--- src/rtl/acia_rx_fifo.sv ---
`default_nettype none
// ============================================================================
//  Module      : acia_rx_fifo
//  Description : ACIA receive queue. Show-ahead byte FIFO between the serial
//                receive stage and the register interface, with a sticky
//                overrun flag and a synchronous flush.
//  Revision    : 1.0 - initial release
// ============================================================================
module acia_rx_fifo #(
    parameter int DEPTH = 16,
    parameter int CW    = $clog2(DEPTH) + 1
) (
    input  logic          clk,
    input  logic          rst_i,
    input  logic [7:0]    rx_dat_i,
    input  logic          rx_stb_i,
    input  logic          rd_i,
    input  logic          flush_i,
    input  logic          ovr_clr_i,
    output logic [7:0]    rd_dat_o,
    output logic          rd_valid_o,
    output logic          full_o,
    output logic [CW-1:0] count_o,
    output logic          ovr_o
);

    localparam int            AW      = $clog2(DEPTH);
    localparam logic [CW-1:0] C_DEPTH = CW'(DEPTH);

    logic [7:0]    mem_q [DEPTH];
    logic [AW-1:0] wr_ptr_q, wr_ptr_d;
    logic [AW-1:0] rd_ptr_q, rd_ptr_d;
    logic [CW-1:0] count_q,  count_d;
    logic          ovr_q,    ovr_d;
    logic [7:0]    rd_dat_q, rd_dat_d;

    logic          w_push;
    logic          w_pop;
    logic          w_ovf;

    assign full_o     = (count_q == C_DEPTH);
    assign rd_valid_o = (count_q != '0);
    assign count_o    = count_q;
    assign ovr_o      = ovr_q;
    assign rd_dat_o   = rd_dat_q;

    // A pop needs data present; a push into a full queue is allowed only when
    // the same cycle frees a slot. Flush cancels both.
    assign w_pop  = rd_i && rd_valid_o && !flush_i;
    assign w_push = rx_stb_i && (!full_o || w_pop) && !flush_i;
    assign w_ovf  = rx_stb_i && full_o && !rd_i;

    // Next-state: pointers, occupancy, overrun flag and the show-ahead head byte.
    always_comb begin
        wr_ptr_d = wr_ptr_q;
        rd_ptr_d = rd_ptr_q;
        count_d  = count_q;
        rd_dat_d = rd_dat_q;
        ovr_d    = ovr_q;

        // Setting wins over clearing so a coincident drop is never lost.
        if (w_ovf) begin
            ovr_d = 1'b1;
        end else if (ovr_clr_i) begin
            ovr_d = 1'b0;
        end

        if (flush_i) begin
            wr_ptr_d = '0;
            rd_ptr_d = '0;
            count_d  = '0;
        end else begin
            if (w_push) begin
                wr_ptr_d = wr_ptr_q + AW'(1);
            end
            if (w_pop) begin
                rd_ptr_d = rd_ptr_q + AW'(1);
            end
            if (w_push && !w_pop) begin
                count_d = count_q + CW'(1);
            end else if (w_pop && !w_push) begin
                count_d = count_q - CW'(1);
            end
            // The new head may be the byte being written this cycle (push into
            // an empty queue, or push+pop with a single entry held); bypass it
            // since the array write has not landed yet. Empty keeps last value.
            if (count_d != '0) begin
                if (w_push && (wr_ptr_q == rd_ptr_d)) begin
                    rd_dat_d = rx_dat_i;
                end else begin
                    rd_dat_d = mem_q[rd_ptr_d];
                end
            end
        end
    end

    // Byte storage; contents are don't-care until written, so no reset.
    always_ff @(posedge clk) begin
        if (w_push) begin
            mem_q[wr_ptr_q] <= rx_dat_i;
        end
    end

    // Control state register with asynchronous reset.
    always_ff @(posedge clk or posedge rst_i) begin
        if (rst_i) begin
            wr_ptr_q <= '0;
            rd_ptr_q <= '0;
            count_q  <= '0;
            ovr_q    <= 1'b0;
            rd_dat_q <= 8'h00;
        end else begin
            wr_ptr_q <= wr_ptr_d;
            rd_ptr_q <= rd_ptr_d;
            count_q  <= count_d;
            ovr_q    <= ovr_d;
            rd_dat_q <= rd_dat_d;
        end
    end

endmodule
`default_nettype wire

--- config.mk ---
export PLATFORM = sky130hd
export DESIGN_NAME = acia_rx_fifo
export DESIGN_NICKNAME = d
export VERILOG_FILES = /design/src/rtl/acia_rx_fifo.sv
export SDC_FILE = /design/constraint.sdc
export NUM_CORES = 1
export LEC_CHECK = 0
export CAP_MARGIN = 20
export CORE_MARGIN = 4
export CORE_UTILIZATION = 35
export DETAILED_ROUTE_END_ITERATION = 12
export GPL_ROUTABILITY_DRIVEN = 0
export GPL_TIMING_DRIVEN = 0
export PLACE_DENSITY_LB_ADDON = 0.05
export SLEW_MARGIN = 25
export SYNTH_ARGS = -nofsm -noshare
export SYNTH_HDL_FRONTEND = slang
export SYNTH_SLANG_ARGS = --single-unit
--- constraint.sdc ---
create_clock -name clk -period 3.7 [get_ports clk]
set_input_delay 0.74 -clock clk [delete_from_list [all_inputs] [get_ports clk]]
set_output_delay 0.74 -clock clk [all_outputs]
set_load 0.005 [all_outputs]
### Yosys cells after proc, flatten, opt, wreduce, memory -nomap -nowiden

Memory sizes are Yosys's and may differ from the RTL's. A register that Yosys moved wholly into a read port is not among the register bits.
Index checks and enable logic that the tools add are counted.

* register bits: 14
* bits in writable memories: 128
* bits of input ports: 14
* output and inout port bits: 16
* memories kept: 1

Memories
* mem_q: depth 16, bits a word 8, rd ports 1, clocked after memory_dff 1, write ports 1, RTL line 30 `logic [7:0] mem_q [DEPTH];`

* add/sub/neg operators: 4
* equal/unequal tests: 1
* multiplexer cells: 13
* bitwise gates (word level): 1
* reductions and logical operators: 19

Operators with widths (number)
* $mux W4: 5
* $mux W5: 4
* $reduce_bool A5 Y1: 2
* $add A4 B1 Y4 const B: 2
* $logic_and A1 B1 Y1: 8
* $add A5 B1 Y5 const B: 1
* $eq A5 B5 Y1 const B: 1
* $logic_not A1 Y1: 5
* $sub A5 B1 Y5 const B: 1
* $mux W1: 4
* $reduce_bool A2 Y1: 2
* $reduce_and A2 Y1: 1
* $logic_or A1 B1 Y1: 1
* $not A1 Y1: 1

### Depth between registers and ports, before layout

Gate-level depths: netlist of the first run.

* word-level depth: 13
* depth in mapped cells: 12

### Least setup slack after synthesis of the first run

Ideal clock, no wire load.

* path type: register to register
* from: register count_q[0], in the netlist count_o[0]
* to: register rd_dat_q[6], in the netlist rd_dat_o[6] (read register of mem_q)
* library setup time: 0.082 ns
* data arrival time: 2.608 ns
* data required time: 3.618 ns
* slack: 1.010 ns
* stages on the path, launching flop included: 11
* path buffers: 0
* cell sequence: dfrtp_1 > inv_1 > ha_1 > nor4b_4 > inv_2 > nand3_1 > xor2_2 > mux4_2 > a32o_1 > a311o_1 > a31oi_1

* longest elaborated chain between the ends: 13

RTL lines
* from (decl): RTL line 33 `logic [CW-1:0] count_q, count_d;`
* from (signal assigned): RTL line 115 `count_q <= count_d;`
* $reduce_bool A5 Y1 *: RTL line 42 `assign rd_valid_o = (count_q != '0);`
* named net rd_valid_o: RTL line 21 `output logic rd_valid_o,`
* $logic_and A1 B1 Y1 * (2 in series): RTL line 49 `assign w_pop = rd_i && rd_valid_o && !flush_i;`
* $logic_or A1 B1 Y1: RTL line 50 `assign w_push = rx_stb_i && (!full_o || w_pop) && !flush_i;`
* $logic_and A1 B1 Y1 (2 in series): RTL line 50
* $logic_not A1 Y1: RTL line 81 `end else if (w_pop && !w_push) begin`
* $logic_and A1 B1 Y1: RTL line 81
* $mux W5: RTL line 81
* $mux W5: RTL line 79 `if (w_push && !w_pop) begin`
* $mux W5: RTL line 68 `if (flush_i) begin`
* $reduce_bool A5 Y1: RTL line 87 `if (count_d != '0) begin`
* $reduce_and A2 Y1 (no source line)
* to (decl): RTL line 35 `logic [7:0] rd_dat_q, rd_dat_d;`

Mark *: on every way through the listed nets, which the timed path passes. The rest lies on a longest branch. The select of a mux whose other input is x is not followed.
A chain may end at the register's enable or synchronous reset.

### Worst setup path in the final report of the first run

* from: input port flush_i
* to: register rd_dat_q[3], in the netlist rd_dat_o[3] (read register of mem_q)

* longest elaborated chain between the ends: 12

RTL lines
* from (decl): RTL line 18 `input logic flush_i,`
* $logic_not A1 Y1: RTL line 49, 50
* $logic_and A1 B1 Y1: RTL line 49
* $logic_or A1 B1 Y1: RTL line 50
* $logic_and A1 B1 Y1 (2 in series): RTL line 50
* $logic_not A1 Y1: RTL line 81
* $logic_and A1 B1 Y1: RTL line 81
* $mux W5: RTL line 81
* $mux W5: RTL line 79
* $mux W5: RTL line 68
* $reduce_bool A5 Y1: RTL line 87
* $reduce_and A2 Y1 (no source line)

Parallel ways exist; a longest one is shown, timed or not. The select of a mux whose other input is x is not followed.

==> results.txt, run 1 <==
Routed via count -> 5,262
Placed insts -> 858
CP delay by family, top -> buffers and inverters
Peak supply drop -> 0.000332 V
Post-cts resize count -> 0
Final Cell Area -> 8520 um^2
CP Capture Type -> flop
Ports -> 30
Area grow syn2layout -> 18.1%
Die Wd -> 152 um
I/O Buffers -> 29
Clock slew seen by the registers of the worst setup and hold paths -> 0.07 ns
Post-synthesis average cell area -> 13.0 um^2
Fmax -> 0.283 GHz
Reg2reg start -> count_o[0]
DRT Pass-1 Iters -> 5
Area leader, netlist -> edfxtp_1
Final setup vio count -> 0
Slack of the critical path -> 0.166 ns
Drt via density -> 5.91
Worst R2R Setup Slack -> 0.18 ns
CTS tree -> built
Die Height -> 152 um
Htree depth -> 4
Fin crit share -> 0.955
Syn. warnings -> 0
Leak Pwr -> 2.77 nW
Die area -> 23,000 um^2
Sequential share of the synthesized area -> 0.609
Starting Density -> 0.357
Clock tree buffer depth -> 2
R2r worst-path depth -> 11
CP Max Fanout -> 10
Hold path depth -> 1
Tot GR Track Use -> 0.195
Max incr delay on CP -> 0.51 ns
Crit path DAT -> 3.86 ns
Setup WS pre-CTS -> -0.250 ns
Worst hold path endpoint -> ovr_o
Clk_lat worst skew -> 0.44 ns
CP required -> 4.02 ns
Synth unique cells -> 51
Vias in the first global route -> 5,282
Nets -> 629
FF+latch count, synth -> 150
Residual DRC count -> 0
Clk_skew -> 0.0242 ns
Root Driver -> clkbuf_16
Slew @ Worst Pin -> 0.945 ns
Critical path's slowest cell -> clkbuf_1
Synth Instances -> 556
Synth Flop Type -> edfxtp_1
Ys async rst share -> 0.147
Final std cells w/o fill -> 890
Unrepaired setup endpoints after global routing -> no
Critical path, cell by cell -> clkdlybuf4s50_1, clkbuf_1, nor2b_1, nand2_1, clkbuf_1, a32o_1, a21oi_1, a32oi_1, nand2_1, a221o_1
Post-synthesis net count -> 578
Post-CTS Setup Repair Bufs -> 0
Total power -> 4.53 mW
WL final -> 21,700 um
WL per Instance -> 24.4 um
RR Endpoint -> rd_dat_o[3]
Hold path startpoint -> ovr_o
Total CTS buffers -> 17
Most common cell in the synthesized netlist -> edfxtp_1
Hold Vio Cnt, Final -> 0
Hold buffer count at CTS -> 0
Synth top cells by count -> 128 x edfxtp_1, 56 x o221ai_1, 35 x o22ai_1, 34 x mux2i_1, 32 x o21ai_0
Core Area -> 20,200 um^2
Tmin final -> 3.53 ns
Power per cell area -> 531 nW/um^2
Worst slew margin -> 0.368
# diodes -> 0
Gr ovfl total -> 0
# Max-Cap Violations -> 0
Clock Sinks -> 150
Final Max Slew Viols -> 0
Initial antenna violation count -> 0
Detailed placement HPWL -> 14,900 um
Row count -> 52
Crit Path Category -> input port to flop
Yosys top cell area share -> 0.532
Layout cells sized above 1 -> 0.100
Startpoint Class -> input port
Placed cell area -> 7900 um^2
Pin count of the biggest net entering global routing -> 23
Initial detailed-routing violation count -> 379
ANT nets after route -> 0
Global-route wire length before repair -> 32,500 um
Worst path buffer plus inverter count -> 3
Status -> complete, no violations
Synthesized area -> 7220 um^2
Hold WC Path Type -> flop to flop
Synth top area cells -> edfxtp_1 53%, dfrtp_1 7.6%, o221ai_1 6.8%
Number of synthesized flops with an enable pin -> 128
[registers in the layout (all words and copies together), names as in the netlist]
| name | flops |
|---|---|
| mem_q | 128 |
| rd_ptr_q | 4 |
| ovr_o | 1 |
| rd_dat_o | 8 |
| wr_ptr_q | 4 |
| count_o | 5 |
[where the power goes]
part,internal [mW],switching [mW]
clock network,1.13,0.713
registers,1.90,0.0441
logic,0.315,0.426
total,3.35,1.18
[cell usage in the layout (no fill, tap or decap), drive strengths merged, types with 19 or more instances in the layout]
| cell | count |
|---|---|
| nand2 | 23 |
| edfxtp | 128 |
| clkdlybuf4s50 | 29 |
| dfrtp | 22 |
| o221ai | 56 |
| nor2 | 30 |
| clkbuf | 47 |
| o22ai | 35 |
| buf | 19 |
| mux2i | 34 |
| o21ai | 34 |
[layout make-up]
class | count | area, um^2
Timing Repair Buffer | 32 | 313
Sequential cell | 150 | 4390
Inverter | 15 | 58.8
Clock inverter | 15 | 203
Buffer | 46 | 198
Fill cell | 1875 | 11700
Multi-Input combinational cell | 345 | 2590
Tap cell | 270 | 338
Clock buffer | 17 | 425
[through the flow]
step / TNS [ns] / hold WS (ns) / utilization
final: 0 / 0.502 / 0.421
after detailed placement: -1.33 / 0.499 / 0.390
after CTS: 0 / 0.513 / 0.421
after global placement: -2.90 / 0.478 / 0.388
after floorplan: 0 / 0.487 / -
after global routing: 0 / 0.518 / 0.421
[worst reg2reg max path, delay by kind of cell (launching register included)]
kind	cells	cell delay, ns
DFF	1	0.44
adders and majority gates	1	0.21
and+or+nand+nor	3	0.88
buffers and inverters	3	0.80
AOI/OAI and AO/OA	4	1.07
[worst max path at each step]
stage	start	endpoint	slack [ns]	cells after the start
finish	flush_i	rd_dat_o[3]	0.17	10
global route	count_o[0]	rd_dat_o[7]	0.04	9
CTS	flush_i	rd_dat_o[3]	0.18	10
detailed placement	flush_i	rd_dat_o[3]	-0.25	10
global placement	flush_i	rd_dat_o[3]	-0.26	10
floorplan	count_o[0]	rd_dat_o[6]	1.01	10
[cell families (layout without fill, tap and decap cells)]
family	after synthesis	after routing	synth area share
AOI/OAI and AO/OA	187	187	0.194
buffers and inverters	61	125	0.0354
and+or+nand+nor	96	96	0.0674
adders and majority gates	8	8	0.0139
DFF	150	150	0.609
xor gates and xnor gates	14	14	0.0180
muxes	40	40	0.0627
[metal layers]
metal | GRT usage | share of wire
met5 | 0 | 0
met4 | 0.0597 | 0.017
met3 | 0.0354 | 0.041
met2 | 0.325 | 0.49
met1 | 0.259 | 0.46
Note: power is estimated with default switching activity, not from simulation.
==> run 2: changes to the inputs <==
CTS_BUF_LIST = sky130_fd_sc_hd__clkbuf_16   (was default)
==> results of run 2 <==
Final layout, timing and power as in run 1 (identical DEF).
==> run 3: changes to the inputs <==
GPL_ROUTABILITY_DRIVEN = default   (was 0)
==> results of run 3 <==
Final layout, timing and power as in run 1 (identical DEF).
